<file path="config.mk">
export PLATFORM = sky130hd
export DESIGN_NAME = dm_port_arbiter
export DESIGN_NICKNAME = d
export VERILOG_FILES = /design/src/rtl/dm_port_arbiter.sv
export SDC_FILE = /design/constraint.sdc
export NUM_CORES = 1
export LEC_CHECK = 0
export CAP_MARGIN = 20
export CORE_AREA = 2 2 124 126
export DETAILED_ROUTE_END_ITERATION = 10
export DIE_AREA = 0 0 126 128
export DONT_BUFFER_PORTS = 1
export HOLD_SLACK_MARGIN = 0.05
export PLACE_DENSITY = 0.52
export SYNTH_ARGS = -nofsm -noshare
export SYNTH_HDL_FRONTEND = slang
export SYNTH_SLANG_ARGS = --single-unit
export TNS_END_PERCENT = 10
</file>
<file path="constraint.sdc">
create_clock -name clk -period 1.9 [get_ports clk]
set_input_delay 0.285 -clock clk [delete_from_list [all_inputs] [get_ports clk]]
set_output_delay 0.285 -clock clk [all_outputs]
set_load 0.1 [all_outputs]
</file>
<file path="src/rtl/dm_port_arbiter.sv">
// Two-master arbiter/sequencer for the single-port data memory.
// Master 0 has fixed priority; a wait counter promotes master 1 after MAX_WAIT lost decisions.
module dm_port_arbiter #(
  parameter int unsigned           ARCH_WIDTH   = 32,
  parameter int unsigned           DM_WIDTH     = 32,
  parameter int unsigned           DMBE_WIDTH   = 4,
  parameter logic [ARCH_WIDTH-1:0] DM_ADDR_BASE = 'h3000,
  parameter int unsigned           DM_SIZE      = 1024,
  parameter int unsigned           MAX_WAIT     = 4
) (
  input  logic                    clk,
  input  logic                    rst,
  input  logic                    m0_req,
  input  logic                    m0_wr,
  input  logic [ARCH_WIDTH-1:0]   m0_addr,
  input  logic [0:DMBE_WIDTH-1]   m0_be,
  input  logic [0:DM_WIDTH-1]     m0_wdata,
  output logic                    m0_ack,
  output logic                    m0_err,
  output logic [0:DM_WIDTH-1]     m0_rdata,
  input  logic                    m1_req,
  input  logic                    m1_wr,
  input  logic [ARCH_WIDTH-1:0]   m1_addr,
  input  logic [0:DMBE_WIDTH-1]   m1_be,
  input  logic [0:DM_WIDTH-1]     m1_wdata,
  output logic                    m1_ack,
  output logic                    m1_err,
  output logic [0:DM_WIDTH-1]     m1_rdata,
  output logic                    dm_wr,
  output logic [0:DMBE_WIDTH-1]   dm_be,
  output logic [ARCH_WIDTH-1:0]   dm_addr,
  output logic [0:DM_WIDTH-1]     dm_din,
  input  logic [0:DM_WIDTH-1]     dm_dout,
  output logic [1:0]              owner,
  output logic [1:0]              dbg_state,
  output logic [3:0]              dbg_wait_cnt
);

  // Handshake: a master raises req with stable fields and holds them until its
  // one-cycle ack; req still high in the cycle after ack starts a new access.

  typedef enum logic [1:0] {IDLE = 2'd0, ACCESS = 2'd1, RESP = 2'd2} state_t;

  localparam int unsigned          AW1        = ARCH_WIDTH + 1;
  localparam logic [ARCH_WIDTH:0]  DM_LO      = {1'b0, DM_ADDR_BASE};
  localparam logic [ARCH_WIDTH:0]  DM_HI      = DM_LO + AW1'(4 * DM_SIZE);
  localparam logic [3:0]           MAX_WAIT_C = 4'(MAX_WAIT);

  state_t                  state, state_nxt;
  logic                    h_wr, h_err;
  logic [ARCH_WIDTH-1:0]   h_addr;
  logic [0:DMBE_WIDTH-1]   h_be;
  logic [0:DM_WIDTH-1]     h_wdata;
  logic [0:DM_WIDTH-1]     rd_reg;
  logic [3:0]              wait_cnt;

  logic                    any_req, grant_m1, addr_err;
  logic                    sel_wr;
  logic [ARCH_WIDTH-1:0]   sel_addr;
  logic [0:DMBE_WIDTH-1]   sel_be;
  logic [0:DM_WIDTH-1]     sel_wdata;

  assign any_req   = m0_req | m1_req;
  assign grant_m1  = m1_req & ((wait_cnt >= MAX_WAIT_C) | ~m0_req);
  assign sel_wr    = grant_m1 ? m1_wr    : m0_wr;
  assign sel_addr  = grant_m1 ? m1_addr  : m0_addr;
  assign sel_be    = grant_m1 ? m1_be    : m0_be;
  assign sel_wdata = grant_m1 ? m1_wdata : m0_wdata;
  // Widened compare so BASE + 4*SIZE cannot wrap at the top of the address space.
  assign addr_err  = ({1'b0, sel_addr} < DM_LO) | ({1'b0, sel_addr} >= DM_HI);

  always_ff @(posedge clk or negedge rst) begin
    if (!rst) state <= IDLE;
    else      state <= state_nxt;
  end

  always_comb begin
    state_nxt = state;
    case (state)
      IDLE:    if (any_req) state_nxt = ACCESS;
      ACCESS:  state_nxt = RESP;
      RESP:    state_nxt = IDLE;
      default: state_nxt = IDLE;
    endcase
  end

  always_ff @(posedge clk or negedge rst) begin
    if (!rst) begin
      h_wr     <= 1'b0;
      h_err    <= 1'b0;
      h_addr   <= '0;
      h_be     <= '0;
      h_wdata  <= '0;
      rd_reg   <= '0;
      owner    <= 2'b00;
      wait_cnt <= 4'd0;
    end else begin
      case (state)
        IDLE: if (any_req) begin
          h_wr    <= sel_wr;
          h_addr  <= sel_addr;
          h_be    <= sel_be;
          h_wdata <= sel_wdata;
          h_err   <= addr_err;
          owner   <= grant_m1 ? 2'b10 : 2'b01;
          if (grant_m1)
            wait_cnt <= 4'd0;
          else if (m1_req && wait_cnt < MAX_WAIT_C)
            wait_cnt <= wait_cnt + 4'd1;
        end
        ACCESS: rd_reg <= (h_wr | h_err) ? '0 : dm_dout;
        RESP:   owner  <= 2'b00;
        default: ;
      endcase
    end
  end

  assign dm_wr        = (state == ACCESS) & h_wr & ~h_err;
  assign dm_be        = h_be;
  assign dm_addr      = h_addr;
  assign dm_din       = h_wdata;
  assign m0_ack       = (state == RESP) & (owner == 2'b01);
  assign m1_ack       = (state == RESP) & (owner == 2'b10);
  assign m0_err       = m0_ack & h_err;
  assign m1_err       = m1_ack & h_err;
  assign m0_rdata     = rd_reg;
  assign m1_rdata     = rd_reg;
  assign dbg_state    = state;
  assign dbg_wait_cnt = wait_cnt;

endmodule

</file>
Word-level counts from Yosys, hierarchy flattened

Index checks and enable logic that the tools add are counted.

$add $sub $neg: 1
$lt $le $gt $ge: 4
Eq/ne operators: 5
Multiplexer cells: 12
Bitwise gates (word level): 13
Reductions and logical operators: 7

Operators by type and width:

| kind                                                          | number |
|---|---|
| two-way mux 32 bit                                            | 3 |
| >= comparator 32 x 15 -> 1 bit (second input constant)        | 1 |
| less-than comparator 32 x 14 -> 1 bit (second input constant) | 1 |
| two-way mux 4 bit                                             | 3 |
| case mux 2 bit (2 select lines)                               | 2 |
| AND 1 bit                                                     | 7 |
| two-way mux 2 bit                                             | 3 |
| adder 4 x 1 -> 4 bit (second input constant)                  | 1 |
| equality test 2 x 1 -> 1 bit (second input constant)          | 2 |
| equality test 2 bit (second input constant)                   | 2 |
| >= comparator 4 x 3 -> 1 bit (second input constant)          | 1 |
| less-than comparator 4 x 3 -> 1 bit (second input constant)   | 1 |
| bitwise OR 1 bit                                              | 4 |
| AND reduction 2 bit                                           | 2 |
| nonzero test 2 bit                                            | 2 |
| AND reduction 3 bit                                           | 1 |
| logical NOT 2 bit                                             | 1 |
| != test 2 bit (second input constant)                         | 1 |
| NOT 1 bit                                                     | 2 |
| logical AND 1 bit                                             | 1 |
| two-way mux 1 bit                                             | 1 |

Register bits: 110
Input port bits: 174
Output and inout port bits: 145
Logic and storage cells: 51

Depth between registers and ports, before layout

Gate-level depths: netlist of run 1.

Depth in word-level cells: 6
Depth in mapped cells: 6
Gate-level depth less buffers: 5

Worst setup path before layout of run 1

No wires, ideal clock.

Path type: flip-flop to output port
Start: reg state[1], in the netlist dbg_state[1]
End: out m0_err
Arrival: 4441 ps
Data required time: 1615 ps
Setup slack: -2826 ps
Cell stages (with the launch flop): 4
Cell sequence: dfrtp_1 > nand2b_1 > nor3b_1 > and2_1

Word-level cells in the longest chain between the ends: 3

RTL lines:

| what                   | line | text |
|---|---|---|
| start, declared        | 49   | `state_t state, state_nxt;` |
| start signal, assigned | 74   | `else state <= state_nxt;` |
| equality test 2 bit    | 122  | `assign m0_ack = (state == RESP) & (owner == 2'b01);` |
| AND 1 bit              | 122  |  |
| named net m0_ack       | 18   | `output logic m0_ack,` |
| AND 1 bit              | 124  | `assign m0_err = m0_ack & h_err;` |
| end, declared          | 19   | `output logic m0_err,` |

The timed path passes the listed nets, and every way through them passes these cells.

Worst setup path in the final report of run 1

Start: reg state[1], in the netlist dbg_state[1]
End: out dm_wr

Word-level cells in the longest chain between the ends: 3

RTL lines:

| what                         | line | text |
|---|---|---|
| equality test 2 x 1 -> 1 bit | 118  | `assign dm_wr = (state == ACCESS) & h_wr & ~h_err;` |
| AND 1 bit (2 in series)      | 118  |  |
| end, declared                | 29   | `output logic dm_wr,` |

No other way between the ends.

==> results.py, run 1 <==
metrics = {
    "run_status": {
        "result_of_the_run": "complete, but fails checks",
        "violated_checks": "hold timing",
    },
    "clocking": {
        "ctsRootBufferMaster": "sky130_fd_sc_hd__clkbuf_16",
        "worst_skew_pair.late_latency_ns": 0.35,
        "clock_tree.buffer_depth": 2,
        "cts_made_buffers": 9,
        "cts-hold-fix-buffers": 17,
        "path_clk_slew_ns": 0.07,
        "h_tree_levels": 3,
        "clock-sinks": 110,
        "tritoncts": "built",
    },
    "timing": {
        "hold_violation_total_from_the_final_report": 110,
        "worst_pin_slew_ns": 0.5611,
        "finalSetupViolCount": 0,
        "pnr_worst_setup_slack_ns": 0.06608,
        "slew_violations": 0,
        "slew-limit-headroom_pct": 62.59,
        "fin_skew_ns": 0.01335,
        "max_freq_mhz": 545.3,
        "rsz0062_at_grt": "true",
        "fin_worst_hold_slack_ns": -0.3767,
        "fin_crit_ns": 1.834,
        "final_min_period_over_clock_period_pct": 96.52,
    },
    "global_routing": {
        "grt.overflow.total": 0,
        "initial_antenna_violation_count": 0,
        "via_count_of_the_first_global_routing_pass": 3926,
        "maximum_number_of_pins_on_one_net_before_global_route_repair": 111,
        "global_route.usage.total_pct": 16.87,
        "first_pass_grt_wire_length_um": 21400,
    },
    "synth": {
        "synth-warning-count": 0,
        "post-synth-top-area-fraction_pct": 55.61,
        "synth_cells": 461,
        "synth_enable_flop_cells": 0,
        "synthDominantAreaCellType": "sky130_fd_sc_hd__dfrtp_1",
        "synth_fp_nets": 636,
        "yosysUniqueCellTypes": 32,
        "ys_top_cells_by_area": "sky130_fd_sc_hd__dfrtp_1, sky130_fd_sc_hd__nand2_1, sky130_fd_sc_hd__a32oi_1",
        "mappedNetlistArea_sq_mm": 0.004950,
        "syn_area_per_cell_sq_um": 10.74,
        "synth_seq_area_share_pct": 55.61,
        "postSynthRegisterBits": 110,
        "post_synth_top_flop": "sky130_fd_sc_hd__dfrtp_1",
        "asyncSetResetFlopFracSynth_pct": 100.0,
    },
    "die": {
        "dieWidth_um": 126,
        "die_height_um": 128,
        "core_sq_mm": 0.01486,
        "design.portCount": 319,
        "die_area_sq_mm": 0.01613,
        "fp-row-count": 45,
        "floorplan.initialDensity_pct": 33.30,
    },
    "critical_path": {
        "regToRegStartpoint": "dbg_wait_cnt[2]$_DFFE_PN0P_",
        "crit_fanout": 5,
        "required_ns": 1.62,
        "rrSetupSlack_ns": 0.13,
        "critical-path-slowest-cell": "sky130_fd_sc_hd__dfrtp_4",
        "worstPathCellList": "nand2b_2 -> nor3b_4 -> buf_12",
        "critical_path_buf_inv_count": 1,
        "worst_path_dominant_cell_family": "flip-flops",
        "critical_path.max_stage_delay_ns": 0.52,
        "reg2regPathDepth": 6,
        "cp_data_arrival_time_ns": 1.55,
        "criticalPathCategory": "register to output pin",
        "timing.critical_path.from_type": "register",
        "reg_to_reg_end": "dm_din[6]$_DFFE_PN0P_",
        "endpoint_kind": "output pin",
        "crit_start": "dbg_state[1]$_DFFE_PN0P_",
    },
    "placement": {
        "placedCellCount": 709,
        "dp_hpwl_um": 10070,
        "pre_cts_ws_ns": 0.1014,
        "place.gp.congestion": 0.8119,
        "io_buffer_count": 0,
        "cell_area_after_placement_sq_mm": 0.006167,
    },
    "drt": {
        "vias_per_cell": 5.133,
        "routed_wl_um": 14000,
        "dr.first_iter.drc_count": 134,
        "detail_route.first_pass.iterations": 4,
        "wl_per_cell_um": 18.85,
        "drc": 0,
        "num_vias": 3814,
        "postRouteAntennaNets": 0,
    },
    "cells_and_area": {
        "n_fill_cell": 1404,
        "antennaDiodeCount": 0,
        "design_area_sq_mm": 0.006634,
        "most-common-layout-cells": "sky130_fd_sc_hd__nand2_1, sky130_fd_sc_hd__buf_4, sky130_fd_sc_hd__dfrtp_1, sky130_fd_sc_hd__a32oi_1, sky130_fd_sc_hd__dfrtp_2",
        "final_common_cell": "sky130_fd_sc_hd__nand2_1",
        "finalNetCount": 725,
        "finalNonFillerCells": 743,
        "area.growth.synth_to_final_pct": 34.02,
        "layout-drive-gt1-share_pct": 34.59,
        "final_core_utilization_pct": 44.63,
    },
    "worst_hold_path": {
        "hold_class": "input pin to async pin",
    },
    "flow_run": {
        "drv.max_cap_violation_count": 0,
    },
}
-- registers in the layout, indices dropped and copies added (netlist names) --
| signal | cells |
|---|---|
| dm_addr | 32 |
| dm_din | 32 |
| m0_rdata | 32 |
| dbg_wait_cnt | 4 |
| dm_be | 4 |
| dbg_state | 2 |
| owner | 2 |
| h_err | 1 |
| h_wr | 1 |
-- synthesized netlist by cell type (4+ instances only) --
master	number
sky130_fd_sc_hd__dfrtp_1	110
sky130_fd_sc_hd__nand2_1	110
sky130_fd_sc_hd__a32oi_1	37
sky130_fd_sc_hd__buf_4	34
sky130_fd_sc_hd__a22o_1	32
sky130_fd_sc_hd__mux2i_1	32
sky130_fd_sc_hd__o21ai_0	22
sky130_fd_sc_hd__clkbuf_1	18
sky130_fd_sc_hd__o21ai_1	12
sky130_fd_sc_hd__buf_2	9
sky130_fd_sc_hd__nor4_1	6
sky130_fd_sc_hd__buf_6	4
sky130_fd_sc_hd__nor3b_1	4
-- worst max-delay path by stage --
stage                     slack, ns                      to  cells past startpoint
final                          0.07                   dm_wr                      3
after detailed placement       0.10  dm_addr[5]$_DFFE_PN0P_                      5
after CTS                     0.004                   dm_wr                      3
after global routing          -0.01                  m0_err                      4
after global placement         0.21   dm_din[6]$_DFFE_PN0P_                      6
after floorplan               -0.60                  m1_err                      3
-- final cells by class --
type                    count  area, sq um  share of cell area (%)
clock inverters             4        50.05                  0.7544
clock buffers              12        236.5                   3.565
flip-flops and latches    110         2805                   42.29
repair buffers            144         1461                   22.03
well taps                 188        235.2                   3.546
inverters                   2        7.507                  0.1132
multi-input cells         283         1838                   27.71
-- per-stage QoR --
stage	TNS (ns)	hold slack [ns]
after global routing	-0.01207	-0.3956
after detailed placement	0	-0.007999
after CTS	0	-0.3977
after global placement	0	-0.008093
after floorplan	-1.722	-0.01059
final	0	-0.3767
-- what timing repair did --
action | 4_1_cts | 5_1_grt
pin swaps | 0 | 2
hold endpoints to repair | 127 | 110
setup buffers | 1 | 0
gates resized for setup | 0 | 1
endpoints found under the setup margin | 2 | 4
-- cells by family (layout without fill, tap and decap cells) --
group	count (synthesis)	in the layout	synth area share [%]
flip-flops	110	110	55.61
AO/OA/AOI/OAI	107	107	16.33
buffers and inverters	68	162	8.569
AND/OR/NAND/NOR	143	143	12.77
multiplexers	32	32	6.471
adder cells (fa/ha/maj)	1	1	0.2527
-- worst register-to-register path, delay by kind of cell (launching register included) --
family	cells	cell delay, ns
AOI/OAI and AO/OA	1	0.11
DFF	1	0.43
and+or+nand+nor	3	0.71
buffers and inverters	2	0.47
-- routing by layer --
metal / share of wire [%] / vias to the layer above / GRT usage [%]
met5: 0 / - / 0
met4: 2.0 / 0 / 6.917
met1: 39 / 1771 / 20.18
met2: 50 / 221 / 28.53
met3: 9.4 / 25 / 5.050
li1: - / 1797 / -
Power of run 1 is left out: the tool's default activity adds up to more than one toggle a clock period on the data nets, which glitch-free logic cannot reach.
==> run 2, diff against run 1 <==
CAP_MARGIN = 15   (was 20)
==> results of run 2 <==
The final DEF is identical to that of run 1; final timing and power are the same.
Power of run 2 is left out for the same reason.
